`config.mk`:
```
export PLATFORM = sky130hd
export DESIGN_NAME = hazard_ctrl_flat
export DESIGN_NICKNAME = d
export VERILOG_FILES = /design/src/rtl/hazard_ctrl_if.sv /design/src/rtl/hazard_ctrl.sv /design/src/flat_wrapper.sv
export SDC_FILE = /design/constraint.sdc
export NUM_CORES = 1
export LEC_CHECK = 0
export BUFFER_PORTS_ARGS = -buffer_cell sky130_fd_sc_hd__buf_4
export CAP_MARGIN = 25
export CELL_PAD_IN_SITES_DETAIL_PLACEMENT = 1
export CELL_PAD_IN_SITES_GLOBAL_PLACEMENT = 1
export CORE_ASPECT_RATIO = 1.2
export CORE_MARGIN = 4
export CORE_UTILIZATION = 38
export DETAILED_ROUTE_END_ITERATION = 7
export GPL_ROUTABILITY_DRIVEN = 0
export MAX_ROUTING_LAYER = met4
export PLACE_DENSITY = 0.85
export SYNTH_ARGS = -nofsm -noshare
export SYNTH_HDL_FRONTEND = slang
export SYNTH_SLANG_ARGS = --single-unit
```
`constraint.sdc`:
```
create_clock -name clk -period 1.7 [get_ports clk]
set_input_delay 0.17 -clock clk [delete_from_list [all_inputs] [get_ports clk]]
set_output_delay 0.17 -clock clk [all_outputs]
set_load 0.03 [all_outputs]
```
`src/rtl/hazard_ctrl_if.sv`:
```
// hazard_ctrl_if: ID/EX hazard inputs and pipeline control outputs of the hazard unit.
interface hazard_ctrl_if;
   logic [4:0] id_rs, id_rt, ex_rd;
   logic       id_uses_rt, ex_memread, redirect;
   logic       pc_write, ifid_write, ifid_flush, idex_flush, busy;
   modport master (
      output id_rs, id_rt, id_uses_rt, ex_rd, ex_memread, redirect,
      input  pc_write, ifid_write, ifid_flush, idex_flush, busy
   );
   modport slave (
      input  id_rs, id_rt, id_uses_rt, ex_rd, ex_memread, redirect,
      output pc_write, ifid_write, ifid_flush, idex_flush, busy
   );
endinterface

```
`src/rtl/hazard_ctrl.sv`:
```
// hazard_ctrl: load-use stall and branch/jump flush control with saturating perf counters.
module hazard_ctrl #(
   parameter int FLUSH_CYC = 1,
   parameter int CNT_W     = 16
) (
   input  logic             clk,
   input  logic             rst,
   hazard_ctrl_if.slave     hz,
   output logic [CNT_W-1:0] stall_cnt,
   output logic [CNT_W-1:0] flush_cnt
);
   localparam logic [0:0] RUN    = 1'b0;
   localparam logic [0:0] FLUSH  = 1'b1;
   localparam logic [1:0] RELOAD = 2'(FLUSH_CYC - 1);
   logic [0:0] state, state_nx;
   logic [1:0] fcnt, fcnt_nx;
   logic       lu_hit, stall, flush;
   assign lu_hit = hz.ex_memread && hz.ex_rd != 5'd0 &&
                   (hz.ex_rd == hz.id_rs || (hz.id_uses_rt && hz.ex_rd == hz.id_rt));
   always_comb begin
      flush         = state == FLUSH || hz.redirect;
      stall         = state == RUN && !hz.redirect && lu_hit;
      state_nx      = hz.redirect ? (FLUSH_CYC > 1 ? FLUSH : RUN) :
                      (state == FLUSH && fcnt == 2'd1) ? RUN : state;
      fcnt_nx       = hz.redirect ? RELOAD : state == FLUSH ? fcnt - 2'd1 : fcnt;
      // reset holds the pipeline frozen and bubbled until release
      hz.pc_write   = rst && !stall;
      hz.ifid_write = rst && !stall;
      hz.ifid_flush = !rst || flush;
      hz.idex_flush = !rst || flush || stall;
      hz.busy       = rst && state == FLUSH;
   end
   always_ff @(posedge clk or negedge rst) begin
      if (!rst) begin
         state     <= RUN;
         fcnt      <= 2'd0;
         stall_cnt <= '0;
         flush_cnt <= '0;
      end else begin
         state <= state_nx;
         fcnt  <= fcnt_nx;
         if (stall && !(&stall_cnt)) stall_cnt <= stall_cnt + CNT_W'(1);
         if (flush && !(&flush_cnt)) flush_cnt <= flush_cnt + CNT_W'(1);
      end
   end
endmodule

```
`src/flat_wrapper.sv`:
```
// flat-port wrapper written by rule: the top's interface ports become plain ports
module hazard_ctrl_flat 
#(
   parameter int FLUSH_CYC = 1,
   parameter int CNT_W     = 16
)
  (clk, rst, stall_cnt, flush_cnt, hz_id_rs, hz_id_rt, hz_id_uses_rt, hz_ex_rd, hz_ex_memread, hz_redirect, hz_pc_write, hz_ifid_write, hz_ifid_flush, hz_idex_flush, hz_busy);
  hazard_ctrl_if hz_i ();
  input  logic clk;
  input  logic rst;
  output logic [CNT_W-1:0] stall_cnt;
  output logic [CNT_W-1:0] flush_cnt;
  input wire logic [$bits(hz_i.id_rs)-1:0] hz_id_rs;
  input wire logic [$bits(hz_i.id_rt)-1:0] hz_id_rt;
  input wire logic [$bits(hz_i.id_uses_rt)-1:0] hz_id_uses_rt;
  input wire logic [$bits(hz_i.ex_rd)-1:0] hz_ex_rd;
  input wire logic [$bits(hz_i.ex_memread)-1:0] hz_ex_memread;
  input wire logic [$bits(hz_i.redirect)-1:0] hz_redirect;
  output wire logic [$bits(hz_i.pc_write)-1:0] hz_pc_write;
  output wire logic [$bits(hz_i.ifid_write)-1:0] hz_ifid_write;
  output wire logic [$bits(hz_i.ifid_flush)-1:0] hz_ifid_flush;
  output wire logic [$bits(hz_i.idex_flush)-1:0] hz_idex_flush;
  output wire logic [$bits(hz_i.busy)-1:0] hz_busy;
  assign hz_i.id_rs = hz_id_rs;
  assign hz_i.id_rt = hz_id_rt;
  assign hz_i.id_uses_rt = hz_id_uses_rt;
  assign hz_i.ex_rd = hz_ex_rd;
  assign hz_i.ex_memread = hz_ex_memread;
  assign hz_i.redirect = hz_redirect;
  assign hz_pc_write = hz_i.pc_write;
  assign hz_ifid_write = hz_i.ifid_write;
  assign hz_ifid_flush = hz_i.ifid_flush;
  assign hz_idex_flush = hz_i.idex_flush;
  assign hz_busy = hz_i.busy;
  hazard_ctrl #(.FLUSH_CYC(FLUSH_CYC), .CNT_W(CNT_W)) u_core (.clk(clk), .rst(rst), .hz(hz_i), .stall_cnt(stall_cnt), .flush_cnt(flush_cnt));
endmodule
```
==> flow_summary.json <==
{
  "finalCritPeriodShare_pct": 98.22,
  "arrival_ps": 1500,
  "cts_buffers": 5,
  "p_leak_nw": 1.223,
  "utilization_pct": 56.75,
  "avgSynthCellArea_um2": 10.54,
  "ys_top_cells_by_area": "dfrtp_1, xnor2_1, nand2_1",
  "cap_viol_max_count": 0,
  "clkSlewWorstSetupHoldPaths_ps": 60,
  "required_ps": 1530,
  "synth_seq_area_share_pct": 44.41,
  "antenna_found_initial": 0,
  "fmaxAchievable_mhz": 598.9,
  "die_h_um": 83.46,
  "wire_per_inst_um": 16.59,
  "synthAdderAreaFrac_pct": 1.388,
  "vias_per_cell": 5.237,
  "synthToLayoutAreaGrowth_pct": 44.62,
  "top_layer": "met4",
  "grt_pass1_vias": 1821,
  "port_buffers": 55,
  "synth_compound_area_share_pct": 5.274,
  "critical_path_class": "primary input to output pin",
  "ys_async_sr_fraction_pct": 100.0,
  "initial_core_util_pct": 39.24,
  "crit_fanout": 5,
  "wl_met3_um": 204,
  "placed_cells": 306,
  "yosysTopAreaCell": "dfrtp_1",
  "yosys_warnings": 0,
  "synthMuxAreaShare_pct": 3.331,
  "root_buffer": "clkbuf_8",
  "fin_nets": 279,
  "status": "complete, no violations",
  "placed_area_mm2": 0.002479,
  "layout_commonest_cell": "buf_4",
  "synth-simple-area-share_pct": 26.37,
  "yosys_register_bits": 32,
  "synth.distinct_cells": 34,
  "grt_pass1_wl_mm": 8.604,
  "coreArea_mm2": 0.004594,
  "netlist_area_mm2": 0.001803,
  "htree_levels": 2,
  "final_cell_mix": "buf_4, xnor2_1, nand2_1, dfrtp_1, nand3_1",
  "slew_viol_final": 0,
  "cts_tree": "done",
  "track_usage_pct": 18.60,
  "dpl.hpwl_mm": 3.963,
  "fin_setup_tns_ps": 0,
  "synth_top_family_by_area": "simple AND/OR/NAND/NOR gates",
  "stdcell_count": 316,
  "syn_nets": 193,
  "crit_path_end_kind": "output pin",
  "first_iter_violations": 40,
  "synth_top_area_share_pct": 44.41,
  "placementRows": 27,
  "die_area_mm2": 0.005915,
  "firstDrtPassIters": 4,
  "post-route-min-period_ps": 1670,
  "synth_edf_count": 0,
  "diodes": 0,
  "postRouteAntennaNets": 0,
  "grt_max_degree": 28,
  "stdcell_area_mm2": 0.002608,
  "synth_xor_area_share_pct": 16.52,
  "rsz0062_at_grt": "yes",
  "clock_path_buffers": 2,
  "holdWs_ps": 260.3,
  "synthFlopType": "dfrtp_1",
  "finClkSkew_ps": 5.494,
  "drc": 0,
  "final_hold_viol_count": 0,
  "cts_sinks": 32,
  "clkLatencyLatePin_ps": 280,
  "io_pins": 57,
  "wirelength_mm": 5.242,
  "p_per_area_mw_per_mm2": 931.8,
  "grt-ovfl-total": 0,
  "met1Wirelength_mm": 2.003,
  "wl_met2_mm": 2.907,
  "drive_gt1_share_pct": 46.90,
  "route.vias.total": 1655,
  "synth_cells": 171,
  "finalSetupViolations": 0,
  "fp.dieW_um": 70.88,
  "startpoint_type": "primary input",
  "max-vdd-ir-drop_v": 0.0007377,
  "hp-class": "primary input to asynchronous set/reset pin"
}
## worst paths after layout
check | start | endpoint | slack [ps] | cells past startpoint
min in group clk | hz_redirect | u_core.flush_cnt[8] | 320 | 4
max reg2reg | u_core.stall_cnt[9] | u_core.stall_cnt[14] | 80 | 5
max | hz_ex_rd[1] | hz_ifid_write | 30 | 6
min | rst | u_core.flush_cnt[3] | 260 | 2
max in group asynchronous | rst | u_core.stall_cnt[6] | 860 | 3
min reg2reg | u_core.stall_cnt[12] | u_core.stall_cnt[12] | 510 | 1
## power breakdown
part	internal, W	total (W)	switching [W]
registers	0.000867	0.000949	0.0000820
logic	0.000391	0.000886	0.000495
clock network	0.000330	0.000595	0.000265
total	0.00159	0.00243	0.000842
## layout make-up
class	count	area, um2
Inverter	1	3.754
Sequential cell	32	818.3
Tap cell	58	72.57
Multi-Input combinational cell	133	989.7
Timing Repair Buffer	84	633.1
Clock buffer	8	90.09
Fill cell	552	1987
## cells in the mapped netlist, types with 2 or more instances
master    instances
buf_4             2
ha_1              2
nand2b_1          2
dfrtp_1          32
and4_1            8
mux2_2            4
nor3b_1           4
o21a_1            2
xor2_1            5
o21ai_0           4
and2_1            4
buf_6             2
nand3_1          15
xnor2_1          29
nor2_1            2
nand2_1          22
nand4_1          10
and3_1            6
## flip-flops by register name, indices dropped and copies added, names as in the netlist
register          cells
u_core.flush_cnt     16
u_core.stall_cnt     16
## worst max-delay path, stage by stage
cell     delay (ps)
buf_4           130
or3_1           400
o311a_4         360
nand2_1         100
and2_1          170
buf_4           170
## cells by family after synthesis
logic type | Yosys count
AND/OR/NAND/NOR | 81
buffers and inverters | 6
other | 1
XOR/XNOR | 34
flip-flops | 32
adder cells (fa/ha/maj) | 2
AO/OA/AOI/OAI | 10
multiplexers | 5
## per-layer routing
layer | track usage [%] | vias up
li1 | - | 777
met3 | 3.735 | 10
met1 | 19.79 | 829
met2 | 33.42 | 39
met4 | 7.009 | 0
met5 | - | -
## through the flow
stage          setup slack [ps]  power [W]
5_1_grt                  -11.83   0.002572
6_report                  30.29   0.002430
4_1_cts                   29.82   0.002453
3_5_place_dp             -80.51   0.001841
2_1_floorplan             7.429   0.001422
3_3_place_gp             -10.47   0.001810
## what timing repair did
item / in CTS / in global routing
resized for setup: 1 / 5
hold buffers: 1 / 0
setup buffers: 0 / 1
setup endpoints to repair: 1 / 15
hold endpoints to repair: 5 / 0
pin swaps: 0 / 3
Note: power is estimated with default switching activity, not from simulation.
